$ cat src/rtl/imem_loader.sv
`timescale 1ns/1ps
// imem_loader: receives a little-endian byte stream (word count N, then N
// words), assembles 32-bit instruction words and writes them into the
// instruction memory by word index. busy holds the core in reset meanwhile.
module imem_loader #(
  parameter int unsigned NUM_INSTR = 1024,
  parameter int unsigned ADDR_W    = 10
) (
  input  logic              clk,
  input  logic              rst,
  input  logic              start,
  input  logic              rx_valid,
  input  logic [7:0]        rx_data,
  output logic              rx_ready,
  output logic              mem_we,
  output logic [ADDR_W-1:0] mem_waddr,
  output logic [31:0]       mem_wdata,
  output logic              busy,
  output logic              done,
  output logic              error,
  output logic [ADDR_W:0]   words_loaded
);

  localparam int unsigned CNT_W = ADDR_W + 1;

  typedef enum logic [2:0] {
    S_IDLE,
    S_LEN,
    S_DATA,
    S_WRITE,
    S_DONE,
    S_ERROR
  } state_t;

  state_t            state, state_next;
  logic [1:0]        byte_cnt, byte_cnt_next;
  logic [31:0]       len_q, len_next;
  logic [31:0]       shift_q, shift_next;
  logic [31:0]       len_asm, word_asm;
  logic [CNT_W-1:0]  words_inc;
  logic              take;

  logic              rx_ready_next, mem_we_next, busy_next, done_next, error_next;
  logic [ADDR_W-1:0] waddr_next;
  logic [31:0]       wdata_next;
  logic [CNT_W-1:0]  words_next;

  // Place byte b into byte lane k of word w (lane k covers bits 8k+7:8k).
  function automatic logic [31:0] put_byte(input logic [31:0] w,
                                           input logic [1:0]  k,
                                           input logic [7:0]  b);
    logic [31:0] r;
    r = w;
    case (k)
      2'd0:    r[7:0]   = b;
      2'd1:    r[15:8]  = b;
      2'd2:    r[23:16] = b;
      default: r[31:24] = b;
    endcase
    return r;
  endfunction

  assign take = rx_valid && rx_ready;

  // Next-state, datapath and registered-output decode.
  always_comb begin
    state_next    = state;
    byte_cnt_next = byte_cnt;
    len_next      = len_q;
    shift_next    = shift_q;
    waddr_next    = mem_waddr;
    wdata_next    = mem_wdata;
    words_next    = words_loaded;
    len_asm       = put_byte(len_q, byte_cnt, rx_data);
    word_asm      = put_byte(shift_q, byte_cnt, rx_data);
    words_inc     = words_loaded + CNT_W'(1);

    case (state)
      S_IDLE, S_DONE, S_ERROR: begin
        if (start) begin
          state_next    = S_LEN;
          byte_cnt_next = 2'd0;
          len_next      = 32'd0;
          shift_next    = 32'd0;
          waddr_next    = '0;
          words_next    = '0;
        end
      end
      S_LEN: begin
        if (take) begin
          len_next      = len_asm;
          byte_cnt_next = byte_cnt + 2'd1;
          if (byte_cnt == 2'd3) begin
            if (len_asm > 32'(NUM_INSTR)) begin
              state_next = S_ERROR;
            end else if (len_asm == 32'd0) begin
              state_next = S_DONE;
            end else begin
              state_next = S_DATA;
            end
          end
        end
      end
      S_DATA: begin
        if (take) begin
          shift_next    = word_asm;
          byte_cnt_next = byte_cnt + 2'd1;
          if (byte_cnt == 2'd3) begin
            wdata_next = word_asm;
            state_next = S_WRITE;
          end
        end
      end
      S_WRITE: begin
        // The address is held after the final word so it never wraps.
        words_next = words_inc;
        if (32'(words_inc) == len_q) begin
          state_next = S_DONE;
        end else begin
          waddr_next = mem_waddr + ADDR_W'(1);
          state_next = S_DATA;
        end
      end
      default: state_next = S_IDLE;
    endcase

    rx_ready_next = (state_next == S_LEN) || (state_next == S_DATA);
    busy_next     = rx_ready_next || (state_next == S_WRITE);
    mem_we_next   = (state_next == S_WRITE);
    done_next     = (state_next == S_DONE);
    error_next    = (state_next == S_ERROR);
  end

  // State and output registers with synchronous reset.
  always_ff @(posedge clk) begin
    if (rst) begin
      state        <= S_IDLE;
      byte_cnt     <= 2'd0;
      len_q        <= 32'd0;
      shift_q      <= 32'd0;
      rx_ready     <= 1'b0;
      mem_we       <= 1'b0;
      mem_waddr    <= '0;
      mem_wdata    <= 32'd0;
      busy         <= 1'b0;
      done         <= 1'b0;
      error        <= 1'b0;
      words_loaded <= '0;
    end else begin
      state        <= state_next;
      byte_cnt     <= byte_cnt_next;
      len_q        <= len_next;
      shift_q      <= shift_next;
      rx_ready     <= rx_ready_next;
      mem_we       <= mem_we_next;
      mem_waddr    <= waddr_next;
      mem_wdata    <= wdata_next;
      busy         <= busy_next;
      done         <= done_next;
      error        <= error_next;
      words_loaded <= words_next;
    end
  end

endmodule

$ cat config.mk
export PLATFORM = sky130hd
export DESIGN_NAME = imem_loader
export DESIGN_NICKNAME = d
export VERILOG_FILES = /design/src/rtl/imem_loader.sv
export SDC_FILE = /design/constraint.sdc
export NUM_CORES = 1
export LEC_CHECK = 0
export BUFFER_PORTS_ARGS = -buffer_cell sky130_fd_sc_hd__buf_2
export CORE_MARGIN = 3
export CORE_UTILIZATION = 28
export CTS_BUF_LIST = sky130_fd_sc_hd__clkbuf_4 sky130_fd_sc_hd__clkbuf_8
export CTS_CLUSTER_SIZE = 8
export DETAILED_ROUTE_END_ITERATION = 10
export GPL_ROUTABILITY_DRIVEN = 0
export GPL_TIMING_DRIVEN = 0
export PLACE_DENSITY = 0.41
export SETUP_SLACK_MARGIN = 0.2
export SLEW_MARGIN = 30
export SYNTH_ARGS = -nofsm -noshare
export SYNTH_HDL_FRONTEND = slang
export SYNTH_SLANG_ARGS = --single-unit
$ cat constraint.sdc
create_clock -name clk -period 3.4 [get_ports clk]
set_input_delay 0.17 -clock clk [delete_from_list [all_inputs] [get_ports clk]]
set_output_delay 0.17 -clock clk [all_outputs]
set_load 0.1 [all_outputs]
# Yosys cells after proc, flatten, opt, wreduce, memory -nomap -nowiden
# Cells that the tools add are included.
# Widths: inputs -> output; s select.
dict set report op_classes {
  addsub 3
  n_lt_le_gt_ge 1
  eq_ne 19
  muxes 30
  reduce_logical 19
}
# op count
set ops {}
lappend ops {{$pmux 32 s2} 2}
lappend ops {{$mux 32} 3}
lappend ops {{$mux 8} 8}
lappend ops {{$eq 11x32->1} 1}
lappend ops {{$gt 32x11->1 const B} 1}
lappend ops {{$logic_not 32->1} 1}
lappend ops {{$mux 3} 8}
lappend ops {{$pmux 11 s2} 1}
lappend ops {{$mux 10} 2}
lappend ops {{$pmux 10 s2} 1}
lappend ops {{$reduce_and 3->1} 5}
lappend ops {{$eq 3x2->1 const B} 4}
lappend ops {{$eq 3x3->1 const B} 4}
lappend ops {{$pmux 3 s4} 1}
lappend ops {{$add 11x1->11 const B} 1}
lappend ops {{$mux 11} 1}
lappend ops {{$add 10x1->10 const B} 1}
lappend ops {{$ne 2x2->1 const B} 4}
lappend ops {{$reduce_bool 2->1} 4}
lappend ops {{$eq 3x1->1 const B} 2}
lappend ops {{$reduce_or 3->1} 2}
lappend ops {{$eq 2x2->1 const B} 2}
lappend ops {{$mux 2} 2}
lappend ops {{$pmux 2 s2} 1}
lappend ops {{other kinds (9)} 10}
dict set report totals {
  reg_bits 127
  inputBits 12
  out_inout_bits 58
}

# Logic depth before layout (Yosys ltp)
dict set report depth {
  depth_word 12
  ltp_mapped 12
  depth_no_buf 9
}

# Worst setup path after synthesis
# No wires, ideal clock.
dict set report synth_path {
  kind {register to register}
  start {reg words_loaded[0]}
  end {reg mem_waddr[4]}
  setup_time_ps 70
  t_arrival_ps 3183
  required_ps 3330
  setup_slack_ps 147
  stages_incl_launch_ff 13
  path_buffers 4
  path_cell_list {dfxtp_1 ha_1 buf_2 and4_1 buf_2 nand3_1 xnor2_1 a2111oi_0 and3_1 buf_6 buf_6 o21ai_0 a21oi_1}
}
dict set report synth_via {
  elab_chain_len 4
}
# element line_no
set synth_lines {}
lappend synth_lines {{start: declaration} 21} ;# output logic [ADDR_W:0] words_loaded
lappend synth_lines {{start signal: assignment} 161} ;# words_loaded <= words_next;
lappend synth_lines {{$add 11x1->11} 76} ;# words_inc = words_loaded + CNT_W'(1);
lappend synth_lines {{$eq 11x32->1} 117} ;# if (32'(words_inc) == len_q) begin
lappend synth_lines {{$ne 2x2->1 (no source line)} --}
lappend synth_lines {{$reduce_and 3->1 (no source line)} --}
lappend synth_lines {{end signal: assignment} 156} ;# mem_waddr <= waddr_next;
lappend synth_lines {{end: declaration} 16} ;# output logic [ADDR_W-1:0] mem_waddr,
# No other way between the ends.
# A chain may end at the register's enable or synchronous reset.

# Final worst setup path
dict set report layout_path {
  start {reg words_loaded[0]}
  end {reg mem_waddr[2]}
}
# Same word-level chain as after synthesis.

==> results.md <==
- The run finished with clean final reports.
- The net total in the final layout is 745.
- When the netlist entered floorplanning its net count stood at 657.
- The areal power density over the cells is 435 mW/mm^2.
- Once placement completed, the tool counted placed cells totaling a little under 1000.
- After clock tree synthesis, the flow added hold-fix buffers numbering 0.
- The worst-case headroom to the max-slew limit is 0.441.
- The number of unique standard cell types used by synthesis is 66.
- Among all stages on the critical path, the largest delay is contributed by sky130_fd_sc_hd__a2111oi_1.
- For this run, design rule violations remaining after detail routing come to 0.
- The all-layer global routing usage is 0.170.
- The switching power of the nets is around 790 uW.
- Ranked by total cell area, the synthesized netlist is headed by sky130_fd_sc_hd__dfxtp_1, sky130_fd_sc_hd__nor2_1, sky130_fd_sc_hd__a32oi_1.
- The clock input transition at the sequential cells of the worst setup and hold paths is 0.07 ns.
- The initial antenna violation count is 0.
- The mean area per synthesized cell is 8.67 sq um.
- The tool flagged a number of max-cap violations equal to 0.
- The root cell of the clock tree is sky130_fd_sc_hd__clkbuf_8.
- The data required time of the worst path is 3.74 ns.
- Clock tree synthesis inserted a total of 17 buffers.
- The first global-routing pass estimated 28700 microns of wire.
- The final-layout setup total negative slack is 0 ns.
- The count of antenna diodes in the layout is 0.
- The final layout contains routed wiring with a total length of 18200 microns.
- Excluding fillers, the count of instances in the completed layout stands at 999.
- The global routing stage identified its most utilized layer as met2.
- The region available for standard cell placement spans 0.0191 sq mm.
- Counting flops and latches in the post-synthesis netlist gives 119.
- For met2 alone, demand over resource in global routing was 0.254.
- Among all cell types in the netlist, the one instantiated most often is sky130_fd_sc_hd__dfxtp_1.
- Of the post-synthesis cell area, the dominant cell type holds 0.430.
- Entering global routing, the biggest net connects 17 pins.
- At the later pin of the worst-skew pair, clock insertion delay measures 0.46 ns.
- Of the total power, the clock network draws 0.438.
- Of the total power, combinational logic draws 0.073.
- The endpoint kind of the worst setup timing path is a flip-flop.
- The port buffer count is 69.
- The first detailed-routing pass ran for 5 iterations.
- For this run, asynchronously set or reset flops after synthesis account for 0.
- The number of global-route vias before repair is 4959.
- The worst setup path is of the flip-flop to flip-flop kind.
- Between clock sinks in the finished design, the worst skew comes to between 0.01 and 0.015 ns.
- The share of total power dissipated in sequential elements is 0.490.
- The synthesized design contains 0 enable-type register cells.
- The share of the Yosys chip area taken by registers is 0.430.
- STA classifies the critical path startpoint as a flip-flop.
- The internal power of the cells is 2080 uW.
- The die is 147 microns wide.
- The standby leakage power is 0.00245 uW.
- sky130_fd_sc_hd__dfxtp_1 takes more of the synthesized area than any other cell.
- Walking the worst path, the cells encountered are ha_1 -> buf_2 -> and4_1 -> buf_2 -> nand3_1 -> xnor2_1 -> a2111oi_1 -> and3_1 -> buf_6 -> buf_6 -> nor2_1 -> nand3b_1.
- The share of final-layout standard cells stronger than drive strength 1 is 0.171.
- For the pin with the worst max-slew slack, the measured transition is ~0.84 ns.
- The largest fanout on the critical path is 10.
- The met1 routing resource usage after global routing is 0.241.
- The class of the worst hold path is input port to flip-flop.
- The total number of yosys warnings is 0.
- Global routing finished with a remaining overflow of 0.
- The number of violations reported at the end of detailed-routing iteration 0 is between 400 and 500.
- Once detail routing completed, the nets flagged for antenna violations numbered 0.
- The total count of max-transition violations in the final report came to 0.
- At the worst endpoint, the arrival time is 3.21 ns.
- The worst stage delay on the critical path is 0.54 ns.
- For this run, global-route usage on met3 was measured as 0.0376.
- The CTS tree is built.
- The most instantiated flip-flop cell in the synthesis netlist is sky130_fd_sc_hd__dfxtp_1.
- The starting utilization of the core area is 0.290.
- The maximum clock insertion buffer count is 2.
- Setup repair after global routing left no endpoint under its margin.
- The detailed-route wire length per cell is 18.2 microns.
- The synthesis-to-finish area growth is 18.9%.
- The number of placed I/O pins is 70.
- The post-DP HPWL is 12800 microns.
- The vias per cell is about 5.2.
- The time the worst path needs with I/O delays and setup is 2.87 ns.
- The part of the cycle the worst path needs is 0.844.
- The height of the die is 147 microns.
- IR analysis of the VDD net gives a maximum drop of 0.000237 V.
- The maximum clock frequency is 0.349 GHz.
- The number of clock sinks is 119.
- The H-tree was split into 4 levels.
- Summing every instance area after synthesis gives 0.00554 sq mm.
- Of the total power, the share spent switching nets is 0.275.
- Setup violations remaining at the end of the flow were counted as 0.
- The cell count after synthesis is 639.
- Detailed routing inserted a total of 5212 vias.
- The number of failing hold endpoints at the final stage is 0.
- Counting instances in the post-synthesis netlist gives the leading cell types as sky130_fd_sc_hd__dfxtp_1, sky130_fd_sc_hd__nor2_1, sky130_fd_sc_hd__a32oi_1, sky130_fd_sc_hd__clkbuf_1, sky130_fd_sc_hd__a21oi_1.
- The number of placement rows is 50.
- The die covers ~0.022 sq mm.
## layout make-up
cell class                 instances  area (sq um)
clock inverter                    11           100
clock buffer                      20           275
sequential                       119          2380
inverter                           8          30.0
fill                            2047         12500
timing repair buffer              69           345
multi-input combinational        455          2890
buffer                            57           238
tap                              260           325
## layout by cell type (no fill, tap or decap), types with 10 or more instances in the layout
master / instances
sky130_fd_sc_hd__nand2_1: 33
sky130_fd_sc_hd__a21oi_1: 37
sky130_fd_sc_hd__o21ai_1: 10
sky130_fd_sc_hd__nand3_1: 11
sky130_fd_sc_hd__buf_2: 76
sky130_fd_sc_hd__clkbuf_1: 40
sky130_fd_sc_hd__a32oi_1: 47
sky130_fd_sc_hd__or3_1: 10
sky130_fd_sc_hd__dfxtp_1: 117
sky130_fd_sc_hd__o21ai_0: 10
sky130_fd_sc_hd__a211oi_1: 26
sky130_fd_sc_hd__nor3_1: 10
sky130_fd_sc_hd__clkbuf_8: 20
sky130_fd_sc_hd__mux2i_1: 32
sky130_fd_sc_hd__nor2_1: 114
## path summary, 6_finish.rpt
| path | from | endpoint | slack [ns] | cells past startpoint |
|---|---|---|---|---|
| max | words_loaded[0] | mem_waddr[2] | 0.53 | 12 |
| max reg2reg | words_loaded[0] | mem_waddr[2] | 0.53 | 12 |
| min | rst | mem_waddr[0] | 0.08 | 3 |
| min reg2reg | mem_wdata[25] | mem_wdata[25] | 0.46 | 2 |
## power by group through the flow
stage	sequential, uW	clock (uW)	combinational [uW]
finish	1400	1260	208
global route	1400	1350	225
CTS	1400	1290	208
detailed placement	1440	0	207
global placement	1440	0	205
floorplan	1450	0	117
## metrics by stage
stage                     utilization  power, uW  area (sq um)  worst slack (ns)  hold slack, ns
after floorplan                     -       1560          5550             0.394           0.344
after global placement          0.326       1640          6220             0.441           0.448
after detailed placement        0.326       1640          6220             0.428           0.449
after CTS                       0.345       2900          6590             0.403          0.0516
after global routing            0.346       2980          6590             0.253          0.0814
final                           0.346       2870          6590             0.531          0.0788
## flip-flops by register name, indices dropped and copies added (netlist names)
register and flops:
byte_cnt 2, len_q 32, rx_ready 1, words_loaded 11, mem_waddr 10, error 1
done 1, busy 1, mem_we 1, state 3, mem_wdata 32, shift_q 24
## repair_timing
item,in CTS,in global routing
buffers inserted,0,0
endpoints found under the setup margin,0,13
gates resized for setup,0,1
## critical path, delay by kind of cell, from the launching register on
kind	cells	cell delay, ns
and+or+nand+nor	5	0.80
xor gates and xnor gates	1	0.17
DFF	1	0.44
buffers and inverters	4	0.64
AOI/OAI and AO/OA	1	0.54
adders and majority gates	1	0.17
## cells by family after synthesis
logic type	count (synthesis)	synth area share
AO/OA/AOI/OAI	164	0.212
XOR/XNOR	11	0.0174
adder cells (fa/ha/maj)	6	0.0135
buffers and inverters	65	0.0483
flip-flops	119	0.430
multiplexers	32	0.0578
AND/OR/NAND/NOR	242	0.222
## layer usage
metal  vias up  routed length (microns)
met1      2490                     8790
met5         -                        0
met3        24                     1090
met2       169                     7990
li1       2529                        -
met4         0                      296
(Power assumes the default switching activity.)
